### config.mk
export PLATFORM = sky130hd
export DESIGN_NAME = multi_edge_pulse
export DESIGN_NICKNAME = d
export VERILOG_FILES = /design/src/rtl/multi_edge_pulse.sv
export SDC_FILE = /design/constraint.sdc
export NUM_CORES = 1
export LEC_CHECK = 0
export CORE_ASPECT_RATIO = 0.75
export CORE_MARGIN = 3
export CORE_UTILIZATION = 40
export CTS_CLUSTER_DIAMETER = 150
export DETAILED_ROUTE_END_ITERATION = 6
export HOLD_SLACK_MARGIN = 0.06
export SYNTH_ARGS = -nofsm -noshare
export SYNTH_HDL_FRONTEND = slang
export SYNTH_SLANG_ARGS = --single-unit
export TNS_END_PERCENT = 5
### constraint.sdc
create_clock -name clk -period 4 [get_ports clk]
set_input_delay 0.4 -clock clk [delete_from_list [all_inputs] [get_ports clk]]
set_output_delay 0.4 -clock clk [all_outputs]
set_load 0.02 [all_outputs]
### src/rtl/multi_edge_pulse.sv
// rtl/multi_edge_pulse.sv - multi-channel edge-to-pulse converter with overrun flags
// Optional input filter enabled by defining MULTI_EDGE_PULSE_DEBOUNCE_EN.
module multi_edge_pulse #(
    parameter int CH           = 4,
    parameter int SYNC_STAGES  = 2,
    parameter int PULSE_LEN    = 1,
    parameter int DEBOUNCE_CYC = 4
) (
    input  logic            clk,
    input  logic            rst,
    input  logic            en,
    input  logic [2*CH-1:0] edge_mode,
    input  logic            overrun_clr,
    input  logic [CH-1:0]   sig_in,
    output logic [CH-1:0]   level_out,
    output logic [CH-1:0]   pulse_out,
    output logic            edge_any,
    output logic [CH-1:0]   overrun
);

    localparam logic [7:0] LEN = 8'(PULSE_LEN);

    if (CH < 1 || CH > 32) begin : g_bad_ch
        $error("CH out of range");
    end
    if (SYNC_STAGES < 2) begin : g_bad_sync
        $error("SYNC_STAGES must be at least 2");
    end
    if (PULSE_LEN < 1 || PULSE_LEN > 255) begin : g_bad_len
        $error("PULSE_LEN out of range");
    end
    if (DEBOUNCE_CYC < 1 || DEBOUNCE_CYC > 255) begin : g_bad_db
        $error("DEBOUNCE_CYC out of range");
    end

    logic [SYNC_STAGES-1:0][CH-1:0] sync_q;
    logic [CH-1:0]                  sync_lvl;
    logic [CH-1:0]                  prev;
    logic [CH-1:0]                  ev;
    logic [CH-1:0][7:0]             cnt;

    always_ff @(posedge clk or negedge rst) begin
        if (!rst) begin
            sync_q <= '0;
        end else begin
            sync_q[0] <= sig_in;
            for (int s = 1; s < SYNC_STAGES; s++) begin
                sync_q[s] <= sync_q[s-1];
            end
        end
    end

    assign sync_lvl = sync_q[SYNC_STAGES-1];

`ifdef MULTI_EDGE_PULSE_DEBOUNCE_EN
    localparam logic [7:0] DB_LAST = 8'(DEBOUNCE_CYC - 1);

    logic [CH-1:0][7:0] db_cnt;
    logic [CH-1:0]      lvl_q;

    // A level change is accepted only after it has persisted DEBOUNCE_CYC cycles.
    always_ff @(posedge clk or negedge rst) begin
        if (!rst) begin
            db_cnt <= '0;
            lvl_q  <= '0;
        end else begin
            for (int i = 0; i < CH; i++) begin
                if (sync_lvl[i] == lvl_q[i]) begin
                    db_cnt[i] <= '0;
                end else if (db_cnt[i] == DB_LAST) begin
                    lvl_q[i]  <= sync_lvl[i];
                    db_cnt[i] <= '0;
                end else begin
                    db_cnt[i] <= db_cnt[i] + 8'd1;
                end
            end
        end
    end

    assign level_out = lvl_q;
`else
    assign level_out = sync_lvl;
`endif

    // prev keeps tracking while disabled so re-enabling never sees a stale edge.
    always_ff @(posedge clk or negedge rst) begin
        if (!rst) begin
            prev <= '0;
        end else begin
            prev <= level_out;
        end
    end

    always_comb begin
        ev = '0;
        for (int i = 0; i < CH; i++) begin
            ev[i] = en & ((edge_mode[2*i]   &  level_out[i] & ~prev[i]) |
                          (edge_mode[2*i+1] & ~level_out[i] &  prev[i]));
        end
    end

    always_ff @(posedge clk or negedge rst) begin
        if (!rst) begin
            cnt      <= '0;
            overrun  <= '0;
            edge_any <= 1'b0;
        end else begin
            edge_any <= |ev;
            for (int i = 0; i < CH; i++) begin
                if (!en) begin
                    cnt[i] <= '0;
                end else if (ev[i] && cnt[i] == 8'd0) begin
                    cnt[i] <= LEN;
                end else if (cnt[i] != 8'd0) begin
                    cnt[i] <= cnt[i] - 8'd1;
                end
                // A dropped event outranks a same-cycle clear.
                if (ev[i] && cnt[i] != 8'd0) begin
                    overrun[i] <= 1'b1;
                end else if (overrun_clr) begin
                    overrun[i] <= 1'b0;
                end
            end
        end
    end

    always_comb begin
        pulse_out = '0;
        for (int i = 0; i < CH; i++) begin
            pulse_out[i] = (cnt[i] != 8'd0);
        end
    end

endmodule

Yosys cells after proc, flatten, opt, wreduce, memory -nomap -nowiden
Index checks and enable logic that the tools add are counted.
W data, S select, Z words.
{"block": "totals", "regBits": 49, "out_inout_bits": 13, "elab_cells": 90}
{"block": "op_classes", "addsub": 4, "n_eq_ne": 4, "muxes": 17, "bitwise": 32, "n_reduce_logical": 21}
{"op": "$mux W8", "count": 12}
{"op": "$logic_not A8 Y1", "count": 4}
{"op": "$reduce_bool A8 Y1", "count": 4}
{"op": "$sub A8 B1 Y8 const B", "count": 4}
{"op": "$and A1 B1 Y1", "count": 20}
{"op": "$ne A3 B1 Y1 const B", "count": 4}
{"op": "$logic_and A1 B1 Y1", "count": 8}
{"op": "$not A1 Y1", "count": 8}
{"op": "$reduce_bool A2 Y1", "count": 4}
{"op": "$mux W1", "count": 5}
{"op": "$or A1 B1 Y1", "count": 4}
{"op": "$reduce_or A4 Y1", "count": 1}

Longest topological paths before layout
{"block": "depth", "depth_word": 8, "ltp_mapped": 7, "depth_no_buf": 6}

Worst setup path after synthesis
No wires, ideal clock.
{"block": "synth_path", "path_type": "register to register", "start": "reg cnt[0] (netlist name)", "end": "reg cnt[0] (netlist name)", "setup_ps": 128, "arrival_time_ps": 1702, "required_time_ps": 3872, "path_slack_ps": 2170, "path_stages_with_launch": 8, "synth_period_minus_slack_ps": 1830, "cell_sequence": "dfrtp_1 > inv_1 > ha_1 > or4b_4 > nand2b_1 > buf_2 > o31ai_1 > a21oi_1"}
{"element": "start: declaration", "line_no": "40", "text": "logic [CH-1:0][7:0] cnt;"}
{"element": "start signal: indexed assignment", "line_no": "115", "text": "cnt[i] <= cnt[i] - 8'd1;"}
{"element": "$reduce_bool A8 Y1"}
{"element": "net pulse_out[0]", "line_no": "16", "text": "output logic [CH-1:0] pulse_out,"}
{"element": "$ne A3 B1 Y1 (no line)"}
The timed path passes the listed nets, and every way through them passes these cells. The select of a mux whose other input is x is not followed.
A chain may end at the register's enable or synchronous reset.

Worst setup path in the final report
{"block": "layout_path", "start": "reg cnt[0] (netlist name)", "end": "out pulse_out[0]"}
{"block": "layout_via", "elab_chain_cells": 1}
{"element": "$reduce_bool A8 Y1", "line_no": "130", "text": "pulse_out[i] = (cnt[i] != 8'd0);"}
{"element": "end: declaration", "line_no": "16"}
No other way between the ends.

==> results.rst <==
.. list-table::
   :header-rows: 1

   * - Metric
     - Value
   * - Status
     - complete, no violations
   * - Clock sink count
     - 49
   * - Path class of the lowest-slack min-delay path
     - in2async
   * - Crit Path Max Fanout
     - 9
   * - DR vias
     - 1600
   * - Fin worst setup slack
     - 1.18 ns
   * - Core area
     - 5120 um2
   * - Setup slack, reg-to-reg
     - 2.02 ns
   * - Quantity of gates resized following cts
     - 0
   * - Unrepaired setup endpoints after global routing
     - no
   * - TritonCTS clock tree
     - done
   * - Wire length of the first global-routing pass
     - 7590 um
   * - Slew headroom
     - 58.2%
   * - Count of max-cap constraint violations
     - 0
   * - Critical Path Sink Type
     - primary output
   * - Launch point of the worst reg-to-reg path
     - cnt[0]
   * - Starting Density
     - 43.4%
   * - Leading cell types in the layout, fill and taps excluded
     - sky130_fd_sc_hd__dfrtp_1, sky130_fd_sc_hd__clkdlybuf4s50_1, sky130_fd_sc_hd__nor2_1, sky130_fd_sc_hd__nand2_1, sky130_fd_sc_hd__a21oi_1
   * - Hold Slack
     - 0.184 ns
   * - Placed cell count
     - 306
   * - Total Neg Setup Slack
     - 0 ns
   * - Logic depth of the worst register-to-register path
     - 6
   * - Remaining DRCs
     - 0
   * - Tightest Pin Transition
     - 0.622 ns
   * - Post-Place Worst Slack
     - 1.53 ns
   * - Number of design-rule violations left by the first detailed-router iteration
     - 62
   * - Max Transition Viols Final
     - 0
   * - Power density normalized to cell area
     - 770 nW/um2
   * - Boundary pin count
     - 29
   * - Combined area of the multi-input logic cells
     - 893 um2
   * - DR WL/cell
     - 13.7 um
   * - # fillers
     - 479
   * - Antenna diode instance count
     - 0
   * - NumNets Final
     - 264
   * - Vias in the first global route
     - 1592
   * - Number of storage elements in the synthesis netlist
     - 49
   * - Total CTS buffers
     - 5
   * - Most common library cell in the layout ignoring fill and taps
     - sky130_fd_sc_hd__dfrtp_1
   * - Final weighted congestion of routability-driven global placement
     - 0.823
   * - Clock latency on the worst-skew pair
     - 0.30 ns
   * - Final worst path period share
     - 70.5%
   * - Cell at the root of the clock tree
     - sky130_fd_sc_hd__clkbuf_8
   * - Ratio of cells with drive above 1 in the final layout
     - 6.20%
   * - GRT Residual Overflow
     - 0
   * - Worst clock skew
     - 0.0124 ns
   * - Sequential share of the synthesized area
     - 55.2%
   * - CP endpoint
     - pulse_out[0]
   * - Initial antenna violation count
     - 0
   * - Synthesized cell area
     - 2220 um2
   * - Detail-routed via count per cell
     - 5.10
   * - Startpoint Class
     - register
   * - Synthesized Nets
     - 235
   * - CTS clk-pin slew, worst paths
     - 0.09 ns
   * - Static power due to leakage
     - 1.17 nW
   * - Number of non-filler instances in the completed layout
     - 314
   * - Count of buffers inserted at the top-level ports
     - 28
   * - P&R area growth vs syn
     - 20.4%
   * - Die outline width
     - 92.1 um
   * - H-tree depth
     - 2
   * - CP Class
     - reg2out
   * - Area used by sequential logic in the layout
     - 1230 um2
   * - Maximum number of pins on one net before global-route repair
     - 50
   * - CP startpoint
     - cnt[0]
   * - Number of warnings printed during yosys synthesis
     - 0
   * - GRT Total Usage
     - 14.6%
   * - 1st-pass router iterations
     - 4
   * - Data required time of the worst path
     - 3.60 ns
   * - Area of the die
     - 6500 um2
   * - Final setup vio count
     - 0
   * - Max VDD drop
     - 0.000297 V
   * - Count of hold-fix buffers inserted at cts
     - 0
   * - Site Rows
     - 22
   * - Instance count of the mapped netlist
     - 212
   * - Arrival time at the worst endpoint
     - 2.42 ns
   * - Top achievable clock speed
     - 0.355 GHz
   * - Min cycle time layout
     - 2.82 ns
   * - Count of unique library cells instantiated by Yosys
     - 38
   * - Setup Fix Bufs, Post-CTS
     - 0
   * - Average cell area after synthesis
     - 10.5 um2
   * - Wire length reported by the detailed router
     - 4310 um
   * - Final-report hold violation count
     - 0
   * - End of the worst register-to-register path
     - cnt[0]
   * - Chip height
     - 70.6 um
   * - Bufs on Longest Clock Path
     - 2
   * - Half-perimeter wire length after placement
     - 3010 um
   * - Count of antenna-violating nets left after detailed routing
     - 0
synth_stat cells (all sizes together):
library cell  number  share of area (%)
nand2             22                3.7
a211o              2               0.79
or3b               2               0.79
o22ai              4                1.1
nand4              1               0.28
nand3b             6                2.0
o41ai              5                2.3
nor3               8                1.8
a31oi              3               0.84
nand3              1               0.23
nand4b             1               0.39
o31ai              4                1.4
dfrtp             49                 55
nor2              25                4.2
a21oi             16                3.6
nand2b             1               0.28
or4                3                1.0
o21ai              2               0.45
a211oi             2               0.68
clkinv             1               0.17
buf                5                1.6
o311ai             1               0.39
xor2               3                1.2
nor3b              1               0.34
inv               14                2.4
mux2i              2               0.90
clkbuf             3               0.51
nor4               4                1.7
a32o               4                1.8
or2b               1               0.34
or4b               2                1.1
xnor2              6                2.4
ha                 7                3.9
and3               1               0.28
flip-flops by register name, summed over array words and instances (netlist names):
signal	flops
sync_q	4
prev	4
cnt	32
overrun	4
level_out	4
edge_any	1
worst min-delay path by stage:
stage	to	slack [ns]	cells after the start
global route	cnt[21]	0.23	2
global placement	level_out[1]	0.33	0
finish	cnt[19]	0.18	2
floorplan	cnt[0]	0.10	0
detailed placement	level_out[2]	0.33	0
CTS	cnt[19]	0.20	2
worst max-delay path, cell delays in order, from the launching register on:
cell and delay [ns]:
sky130_fd_sc_hd__dfrtp_1 0.42, sky130_fd_sc_hd__inv_1 0.07, sky130_fd_sc_hd__ha_1 0.19, sky130_fd_sc_hd__or4b_4 0.50
sky130_fd_sc_hd__nand2b_1 0.32, sky130_fd_sc_hd__clkdlybuf4s50_1 0.61
power by group:
| part | switching [W] | internal [W] | total [W] | leakage [nW] |
|---|---|---|---|---|
| Combinational | 0.000493 | 0.000421 | 0.000914 | 0.487 |
| Clock | 0.000164 | 0.000203 | 0.000368 | 0.0574 |
| Sequential | 0.000140 | 0.000638 | 0.000778 | 0.629 |
per-layer routing:
| metal | vias up | track usage [%] | wire [um] |
|---|---|---|---|
| met5 | - | 0 | 0 |
| met4 | 0 | 2.97 | 42 |
| met3 | 4 | 5.63 | 214 |
| met2 | 26 | 21.5 | 1770 |
| met1 | 766 | 20.8 | 2290 |
| li1 | 804 | - | - |
logic make-up after synthesis:
| family | synth area share, % |
|---|---|
| buf+inv | 4.62 |
| simple gates | 18.5 |
| flops | 55.2 |
| compound gates | 13.3 |
| mux | 0.901 |
| fa+ha+maj | 3.94 |
| xor+xnor | 3.55 |
layout make-up:
| cell class | count | share of cell area [%] |
|---|---|---|
| Clock inverter | 2 | 1.40 |
| Inverter | 15 | 2.10 |
| Sequential cell | 49 | 45.8 |
| Timing Repair Buffer | 30 | 10.8 |
| Tap cell | 72 | 3.37 |
| Clock buffer | 6 | 3.09 |
| Multi-Input combinational cell | 140 | 33.4 |
stage by stage:
| step | util, % | total power, W | area, um2 |
|---|---|---|---|
| 5_1_grt | 52.3 | 0.00225 | 2680 |
| 2_1_floorplan | - | 0.00145 | 2220 |
| 3_5_place_dp | 49.9 | 0.00170 | 2560 |
| 6_report | 52.3 | 0.00206 | 2680 |
| 4_1_cts | 52.3 | 0.00208 | 2680 |
| 3_3_place_gp | 49.9 | 0.00169 | 2560 |
Note: power is estimated with default switching activity, not from simulation.
